### src/rtl/req_pending_latch_4.sv
// rtl/req_pending_latch_4.sv - synchronise four request lines, latch rising edges as pending bits until acked
// Tracks overrun per line and blocks new edges on a line for HOLDOFF_CYC cycles after its ack.
module req_pending_latch_4 #(
   parameter int SYNC_STAGES = 2,
   parameter int HOLDOFF_CYC = 4
) (
   input  logic       i_clk,
   input  logic       i_rst,
   input  logic [3:0] i_req,
   input  logic       i_ack,
   input  logic [1:0] i_ack_idx,
   input  logic       i_ovr_clr,
   output logic [3:0] o_pending,
   output logic       o_any,
   output logic [3:0] o_overrun
);

   logic [3:0] sync_q [SYNC_STAGES];
   logic [3:0] sync_d [SYNC_STAGES];
   logic [3:0] prev_q, prev_d;
   logic [3:0] pending_q, pending_d;
   logic [3:0] overrun_q, overrun_d;
   logic       any_q, any_d;
   logic [3:0] hcnt_q [4];
   logic [3:0] hcnt_d [4];

   logic [3:0] rise_w;
   logic [3:0] clr_w;
   logic [3:0] take_w;

   always_comb begin
      sync_d[0] = i_req;
      for (int k = 1; k < SYNC_STAGES; k++) begin
         sync_d[k] = sync_q[k-1];
      end
      prev_d    = sync_q[SYNC_STAGES-1];
      rise_w    = sync_q[SYNC_STAGES-1] & ~prev_q;
      pending_d = pending_q;
      overrun_d = i_ovr_clr ? 4'b0000 : overrun_q;
      any_d     = |pending_q;
      clr_w     = 4'b0000;
      take_w    = 4'b0000;
      for (int n = 0; n < 4; n++) begin
         hcnt_d[n] = (hcnt_q[n] != 4'd0) ? hcnt_q[n] - 4'd1 : 4'd0;
         clr_w[n]  = i_ack && (i_ack_idx == 2'(n)) && pending_q[n];
         take_w[n] = rise_w[n] && (hcnt_q[n] == 4'd0);
         // An accepted edge beats a same-cycle ack: the new event must not be lost.
         if (take_w[n]) begin
            pending_d[n] = 1'b1;
            if (pending_q[n] && !clr_w[n]) begin
               overrun_d[n] = 1'b1;
            end
         end else if (clr_w[n]) begin
            pending_d[n] = 1'b0;
            hcnt_d[n]    = 4'(HOLDOFF_CYC);
         end
      end
   end

   always_ff @(posedge i_clk or posedge i_rst) begin
      if (i_rst) begin
         for (int k = 0; k < SYNC_STAGES; k++) begin
            sync_q[k] <= 4'b0000;
         end
         for (int n = 0; n < 4; n++) begin
            hcnt_q[n] <= 4'd0;
         end
         prev_q    <= 4'b0000;
         pending_q <= 4'b0000;
         overrun_q <= 4'b0000;
         any_q     <= 1'b0;
      end else begin
         for (int k = 0; k < SYNC_STAGES; k++) begin
            sync_q[k] <= sync_d[k];
         end
         for (int n = 0; n < 4; n++) begin
            hcnt_q[n] <= hcnt_d[n];
         end
         prev_q    <= prev_d;
         pending_q <= pending_d;
         overrun_q <= overrun_d;
         any_q     <= any_d;
      end
   end

   assign o_pending = pending_q;
   assign o_any     = any_q;
   assign o_overrun = overrun_q;

endmodule

### config.mk
export PLATFORM = sky130hd
export DESIGN_NAME = req_pending_latch_4
export DESIGN_NICKNAME = d
export VERILOG_FILES = /design/src/rtl/req_pending_latch_4.sv
export SDC_FILE = /design/constraint.sdc
export NUM_CORES = 1
export LEC_CHECK = 0
export CORE_UTILIZATION = 47
export DETAILED_ROUTE_END_ITERATION = 6
export PLACE_DENSITY = 0.7
export SYNTH_ARGS = -nofsm -noshare
export SYNTH_HDL_FRONTEND = slang
export SYNTH_SLANG_ARGS = --single-unit
### constraint.sdc
create_clock -name i_clk -period 1 [get_ports i_clk]
set_input_delay 0.1 -clock i_clk [delete_from_list [all_inputs] [get_ports i_clk]]
set_output_delay 0.1 -clock i_clk [all_outputs]
set_load 0.02 [all_outputs]
==> results of run 1 <==
path summary, 6_finish.rpt:
| kind | startpoint | to | slack (ns) | depth (start not counted) |
|---|---|---|---|---|
| worst max-delay path | hcnt_q[10]$_DFF_PP0_ | hcnt_q[10]$_DFF_PP0_ | -0.10 | 3 |
| worst min-delay path | i_rst | prev_d[1]$_DFF_PP0_ | 0.11 | 3 |
| worst max register to register | hcnt_q[10]$_DFF_PP0_ | hcnt_q[10]$_DFF_PP0_ | -0.10 | 3 |
| worst min register to register | sync_d[1]$_DFF_PP0_ | prev_d[1]$_DFF_PP0_ | 0.36 | 0 |
| max in group asynchronous | i_rst | o_pending[0]$_DFFE_PP0P_ | 0.70 | 3 |
| min in group i_clk | i_req[2] | sync_d[2]$_DFF_PP0_ | 0.18 | 1 |
kinds of logic after synthesis:
family,count (synthesis),synth area share [%]
muxes,1,0.720
DFF,37,66.6
buffers and inverters,6,1.62
AOI/OAI and AO/OA,24,10.9
and+or+nand+nor,48,20.2
registers in the layout (all words and copies together), names as in the netlist:
name / flops
prev_q: 4
prev_d: 4
o_pending: 4
hcnt_q: 16
sync_d: 4
o_overrun: 4
o_any: 1
power by group:
part           total, mW  internal, mW  switching [mW]
clock              0.876         0.407           0.468
combinational      0.869         0.443           0.426
sequential          1.82          1.66           0.162
worst register-to-register path: cells and delay by family (launching register included):
kind | cells | cell delay, ns
flops | 1 | 0.43
compound gates | 1 | 0.18
simple gates | 1 | 0.26
buf+inv | 1 | 0.18
timing repair:
item,in CTS,in global routing
pin swaps,9,9
gates resized for setup,63,30
hold endpoints to repair,0,0
endpoints found under the setup margin,21,30
buffers inserted,4,0
cells in the mapped netlist (3+ instances only):
cell type	count	area share (%)
a21oi_1	4	1.4
dfrtp_1	37	67
inv_1	5	1.4
nand2_1	14	3.8
nor2_1	8	2.2
nor2b_1	4	1.8
nor3_1	8	2.9
nor4b_1	7	4.4
o21ai_0	5	1.8
o21ai_1	3	1.1
o22ai_1	4	1.8
o31a_1	3	1.9
o31ai_1	3	1.6
cell type report:
cell class,instances,share of cell area [%]
timing repair buffer,37,17.6
clock buffer,7,3.21
multi-input combinational,73,29.9
sequential,37,46.1
clock inverter,1,0.247
inverter,6,1.11
tap,31,1.92
metrics by stage:
stage / setup TNS (ns) / utilization [%] / instance area, sq um
global placement: -4.98 / 62.7 / 1740
finish: -0.509 / 72.8 / 2020
CTS: -0.407 / 68.6 / 1910
floorplan: -0.131 / - / 1400
detailed placement: -5.46 / 62.7 / 1740
global route: -1.43 / 72.8 / 2020
per-layer routing:
metal | up-vias | share of wire, % | GRT usage [%]
met5 | - | 0 | 0
met4 | 0 | 2.6 | 9.06
met3 | 12 | 4.7 | 8.76
met2 | 36 | 50 | 33.3
met1 | 514 | 43 | 26.4
li1 | 502 | - | -
==> out/metrics.csv, run 1 <==
stage,metric,value,unit
synthesis,synth.ff_latch_count,37,
global_route,grt_pass1_vias,1129,
placed_design,pre_cts_ws,-0.293,ns
synthesis,yosysSeqAreaShare,66.6,%
die,rows,19,
layout,drive_gt1_share,46.0,%
worst_setup_path,worst_setup_path_start_kind,flop,
worst_setup_path,max_stage_delay,0.43,ns
synthesis,syn_inst,116,
die,design.die.area,0.00318,sq mm
worst_setup_path,end_kind,flop,
worst_setup_path,required,1.28,ns
sta,slew_viol_final,0,
synthesis,synth_warnings,0,
global_route,grt_use_total,21.4,%
sta,fin_ws,-0.105,ns
detailed_routing,drc_errors,0,
die,coreArea,0.00278,sq mm
sta,fmax,905,MHz
detailed_routing,wl_per_cell,15.3,um
die,num_io_pins,19,
worst_setup_path,crit_slowest_cell,dfrtp_1,
worst_setup_path,crit_family,flip-flops,
clocking,cts_buffers,5,
layout,area_delta_synth_final,45.6,%
worst_setup_path,path_class,reg -> reg,
worst_setup_path,crit_arrival,1.38,ns
placed_design,hpwlAfterDp,1910,um
layout,num_antenna_cells,0,
clocking,cts.path.max_buffers,2,
power_and_ir_drop,p_per_area,1760,mW/mm^2
min_path,hold_class,in -> async,
die,dieWidth,56.4,um
sta,finalCriticalPeriod,1.10,ns
global_route,grt_max_degree,38,
clocking,cts.sinks,37,
sta,setup_viol,12,
synthesis,ys_types,24,
detailed_routing,drt_iter0_drc,22,
clocking,clk_pin_slew,0.10,ns
layout,multiInputGateArea,604,sq um
layout,regArea,933,sq um
sta,rsz0062_at_grt,yes,
power_and_ir_drop,ir_drop,1.42,mV
synthesis,syn_nets,126,
detailed_routing,wl,2940,um
power_and_ir_drop,leakage,0.904,nW
sta,hold_viol_final,0,
clocking,htree_levels,2,
sta,relSlewSlack,74.3,%
placed_design,io_buffers,18,
sta,fin_worst_skew,0.00685,ns
layout,final_common_cell,dfrtp_1,
placed_design,dp.cells,180,
synthesis,netlist_area,0.00139,sq mm
clocking,cts_tree,yes,
clocking,root_buffer,clkbuf_4,
run,max-cap-violations,0,
synthesis,synth_edf_count,0,
detailed_routing,routed_via_density,5.54,
clocking,clk_latency,0.34,ns
placed_design,routabilityCongestion,0.811,
sta,fin_hold_ws,0.108,ns
detailed_routing,ant_nets,0,
global_route,grt.overflow.total,0,
layout,nFillCells,196,
run_status,status,"complete, but fails checks",
synthesis,synth-main-ff-cell,dfrtp_1,
die,initial_core_util,50.0,%
run_status,violations,negative setup slack,
global_route,antenna_found_initial,0,
sta,period_share,110,%
detailed_routing,dr.pass1.iters,4,
die,fp.dieH,56.4,um
synthesis,syn_area_per_cell,12.0,sq um
power_and_ir_drop,fin_total_pwr,3.56,mW
detailed_routing,num_vias,1064,
worst_setup_path,path_buf_inv,1,
layout,fin_nets,170,
worst_setup_path,critPathMaxFanout,4,
global_route,grt_pass1_wl,5040,um
layout,most-common-layout-cells,"dfrtp_1 (31), buf_4 (14), buf_6 (12)",
worst_setup_path,crit_chain,buf_4 -> nor4b_2 -> o31a_1,
layout,layout.cells.non_filler,192,
synthesis,async_reset_ff_share,100,%
clocking,cts_hold_buf,0,
sta,worstMarginPinSlew,0.380,ns
Power figures use the tool's default switching activity.
==> inputs of run 2 (changes only) <==
--- a/config.mk
+++ b/config.mk
@@ -5,9 +5,10 @@
 export SDC_FILE = /design/constraint.sdc
 export NUM_CORES = 1
 export LEC_CHECK = 0
+export CAP_MARGIN = 20
 export CORE_UTILIZATION = 47
 export DETAILED_ROUTE_END_ITERATION = 6
-export PLACE_DENSITY = 0.7
+export PLACE_DENSITY = 0.77
 export SYNTH_ARGS = -nofsm -noshare
 export SYNTH_HDL_FRONTEND = slang
 export SYNTH_SLANG_ARGS = --single-unit
==> run 2 against run 1 <==
Effect of this change:
- the run still ends with negative setup slack left
- first-iteration DRC count is 9.1% higher
- register-to-register slack worse by 0.04 ns
- largest power group unchanged
- sequential power hardly changed
- sequential share of layout area is 1.2 points lower
- fmax is 3.5% lower
==> out/metrics.csv, run 2 (same netlist as run 1, synthesis figures left out) <==
stage,metric,value,unit
global_route,busiest_layer,met2,
clocking,htree_levels,2,
sta,period_share,115,%
placed_design,dp.cells,180,
sta,relSlewSlack,78.2,%
layout,final_common_cell,dfrtp_1,
layout,largest_register,hcnt_q,
sta,slew_viol_final,0,
worst_setup_path,crit_arrival,1.39,ns
run,max-cap-violations,0,
worst_setup_path,path_buf_inv,1,
worst_setup_path,critPathMaxFanout,5,
worst_setup_path,crit_slowest_cell,dfrtp_1,
placed_design,place_area,0.00174,sq mm
global_route,antenna_found_initial,0,
global_route,grt.overflow.total,0,
sta,worstMarginPinSlew,0.325,ns
detailed_routing,wl_per_cell,16.4,um
worst_setup_path,max_stage_delay,0.41,ns
worst_setup_path,end_kind,flop,
sta,hold_viol_final,0,
global_route,grtUsageMet3,6.68,%
detailed_routing,drc_errors,0,
detailed_routing,num_vias,1097,
clocking,cts.path.max_buffers,2,
worst_setup_path,worst_setup_path_start_kind,flop,
layout,drive_gt1_share,47.0,%
layout,nFillCells,171,
worst_setup_path,reg2reg_depth,4,
layout,fin_nets,175,
worst_setup_path,path_class,reg -> reg,
min_path,hold_class,in -> async,
worst_setup_path,r2r_end,hcnt_q[2]$_DFF_PP0_,
worst_setup_path,crit_chain,buf_4 -> nor2b_1 -> mux2i_1 -> a21boi_1,
sta,setup_viol,16,
layout,most-common-layout-cells,"dfrtp_1 (31), buf_6 (16), buf_4 (16)",
detailed_routing,ant_nets,0,
layout,stdcell_area,0.00208,sq mm
clocking,clk_latency,0.35,ns
global_route,met2_usage,34.5,%
run_status,violations,negative setup slack,
global_route,grt_pass1_vias,1127,
worst_setup_path,worstReg2RegStart,hcnt_q[2]$_DFF_PP0_,
power_and_ir_drop,p_per_area,1850,mW/mm^2
die,dieWidth,56.4,um
layout,area_delta_synth_final,49.5,%
clocking,cts_buffers,5,
global_route,grt_max_degree,38,
layout,largest_reg_flops,16,
global_route,grt_pass1_wl,5350,um
die,fp.dieH,56.4,um
detailed_routing,dr.pass1.iters,4,
clocking,cts_tree,yes,
die,design.die.area,0.00318,sq mm
worst_setup_path,required,1.24,ns
layout,utilization,74.7,%
sta,fin_hold_ws,0.0920,ns
clocking,cts.sinks,37,
global_route,met1_usage,30.1,%
sta,fin_ws,-0.145,ns
sta,rsz0062_at_grt,yes,
clocking,clk_pin_slew,0.12,ns
power_and_ir_drop,ir_drop,1.74,mV
power_and_ir_drop,fin_total_pwr,3.85,mW
die,initial_core_util,50.0,%
layout,layout.cells.non_filler,197,
detailed_routing,routed_via_density,5.57,
sta,fmax,873,MHz
placed_design,routabilityCongestion,0.858,
clocking,cts_hold_buf,0,
placed_design,io_buffers,18,
placed_design,hpwlAfterDp,1980,um
sta,fin_worst_skew,0.0153,ns
clocking,root_buffer,clkbuf_4,
die,rows,19,
worst_setup_path,r2r_slack,-0.15,ns
sta,finalCriticalPeriod,1.15,ns
die,num_io_pins,19,
detailed_routing,drt_iter0_drc,24,
layout,num_antenna_cells,0,
global_route,grt_use_total,22.4,%
run_status,status,"complete, but fails checks",
power_and_ir_drop,leakage,0.941,nW
detailed_routing,wl,3220,um
die,coreArea,0.00278,sq mm
worst_setup_path,crit_family,flip-flops,
==> run 2: cell type report <==
type | count | area, sq um | share of cell area [%]
sequential | 37 | 933 | 44.9
multi-input combinational | 73 | 584 | 28.1
timing repair buffer | 42 | 410 | 19.7
clock buffer | 6 | 51.3 | 2.47
tap | 31 | 38.8 | 1.87
clock inverter | 2 | 37.5 | 1.81
inverter | 6 | 22.5 | 1.08
==> run 2: how the worst max path moves through the flow <==
| stage | end | slack [ns] | from | cells past startpoint |
|---|---|---|---|---|
| detailed placement | hcnt_q[14]$_DFF_PP0_ | -0.30 | i_ack | 4 |
| CTS | o_any$_DFF_PP0_ | -0.08 | o_pending[0]$_DFFE_PP0P_ | 1 |
| finish | hcnt_q[2]$_DFF_PP0_ | -0.15 | hcnt_q[2]$_DFF_PP0_ | 4 |
| floorplan | o_any$_DFF_PP0_ | -0.08 | o_pending[0]$_DFFE_PP0P_ | 1 |
| global placement | hcnt_q[14]$_DFF_PP0_ | -0.25 | i_ack_idx[1] | 4 |
| global route | hcnt_q[2]$_DFF_PP0_ | -0.16 | hcnt_q[3]$_DFF_PP0_ | 3 |
==> run 2: worst register-to-register path, cell delays in order, from the launching register on <==
cell and delay (ns):
dfrtp_1 0.41, buf_4 0.16, nor2b_1 0.12, mux2i_1 0.11
a21boi_1 0.25
==> run 2: report_power, final <==
group          leakage [nW]  total (mW)  switching (mW)  internal [mW]
clock network        0.0445        1.10           0.501          0.594
logic                 0.440       0.941           0.445          0.497
registers             0.457        1.81           0.154           1.66
total                 0.941        3.85            1.10           2.75
==> run 2: timing repair <==
action / CTS / global route
buffers inserted: 8 / 1
pin swaps: 8 / 7
gates cloned: 0 / 0
setup endpoints to repair: 26 / 31
resized for setup: 61 / 33
==> run 2: routing by layer <==
| metal | vias up | routed length (um) |
|---|---|---|
| li1 | 514 | - |
| met1 | 545 | 1310 |
| met2 | 28 | 1700 |
| met3 | 10 | 122 |
| met4 | 0 | 95 |
| met5 | - | 0 |
==> run 2: per-stage QoR <==
stage	setup WS (ns)	setup TNS [ns]
finish	-0.145	-0.662
global route	-0.158	-1.64
CTS	-0.0815	-0.584
detailed placement	-0.296	-5.50
global placement	-0.251	-4.79
floorplan	-0.0815	-0.131
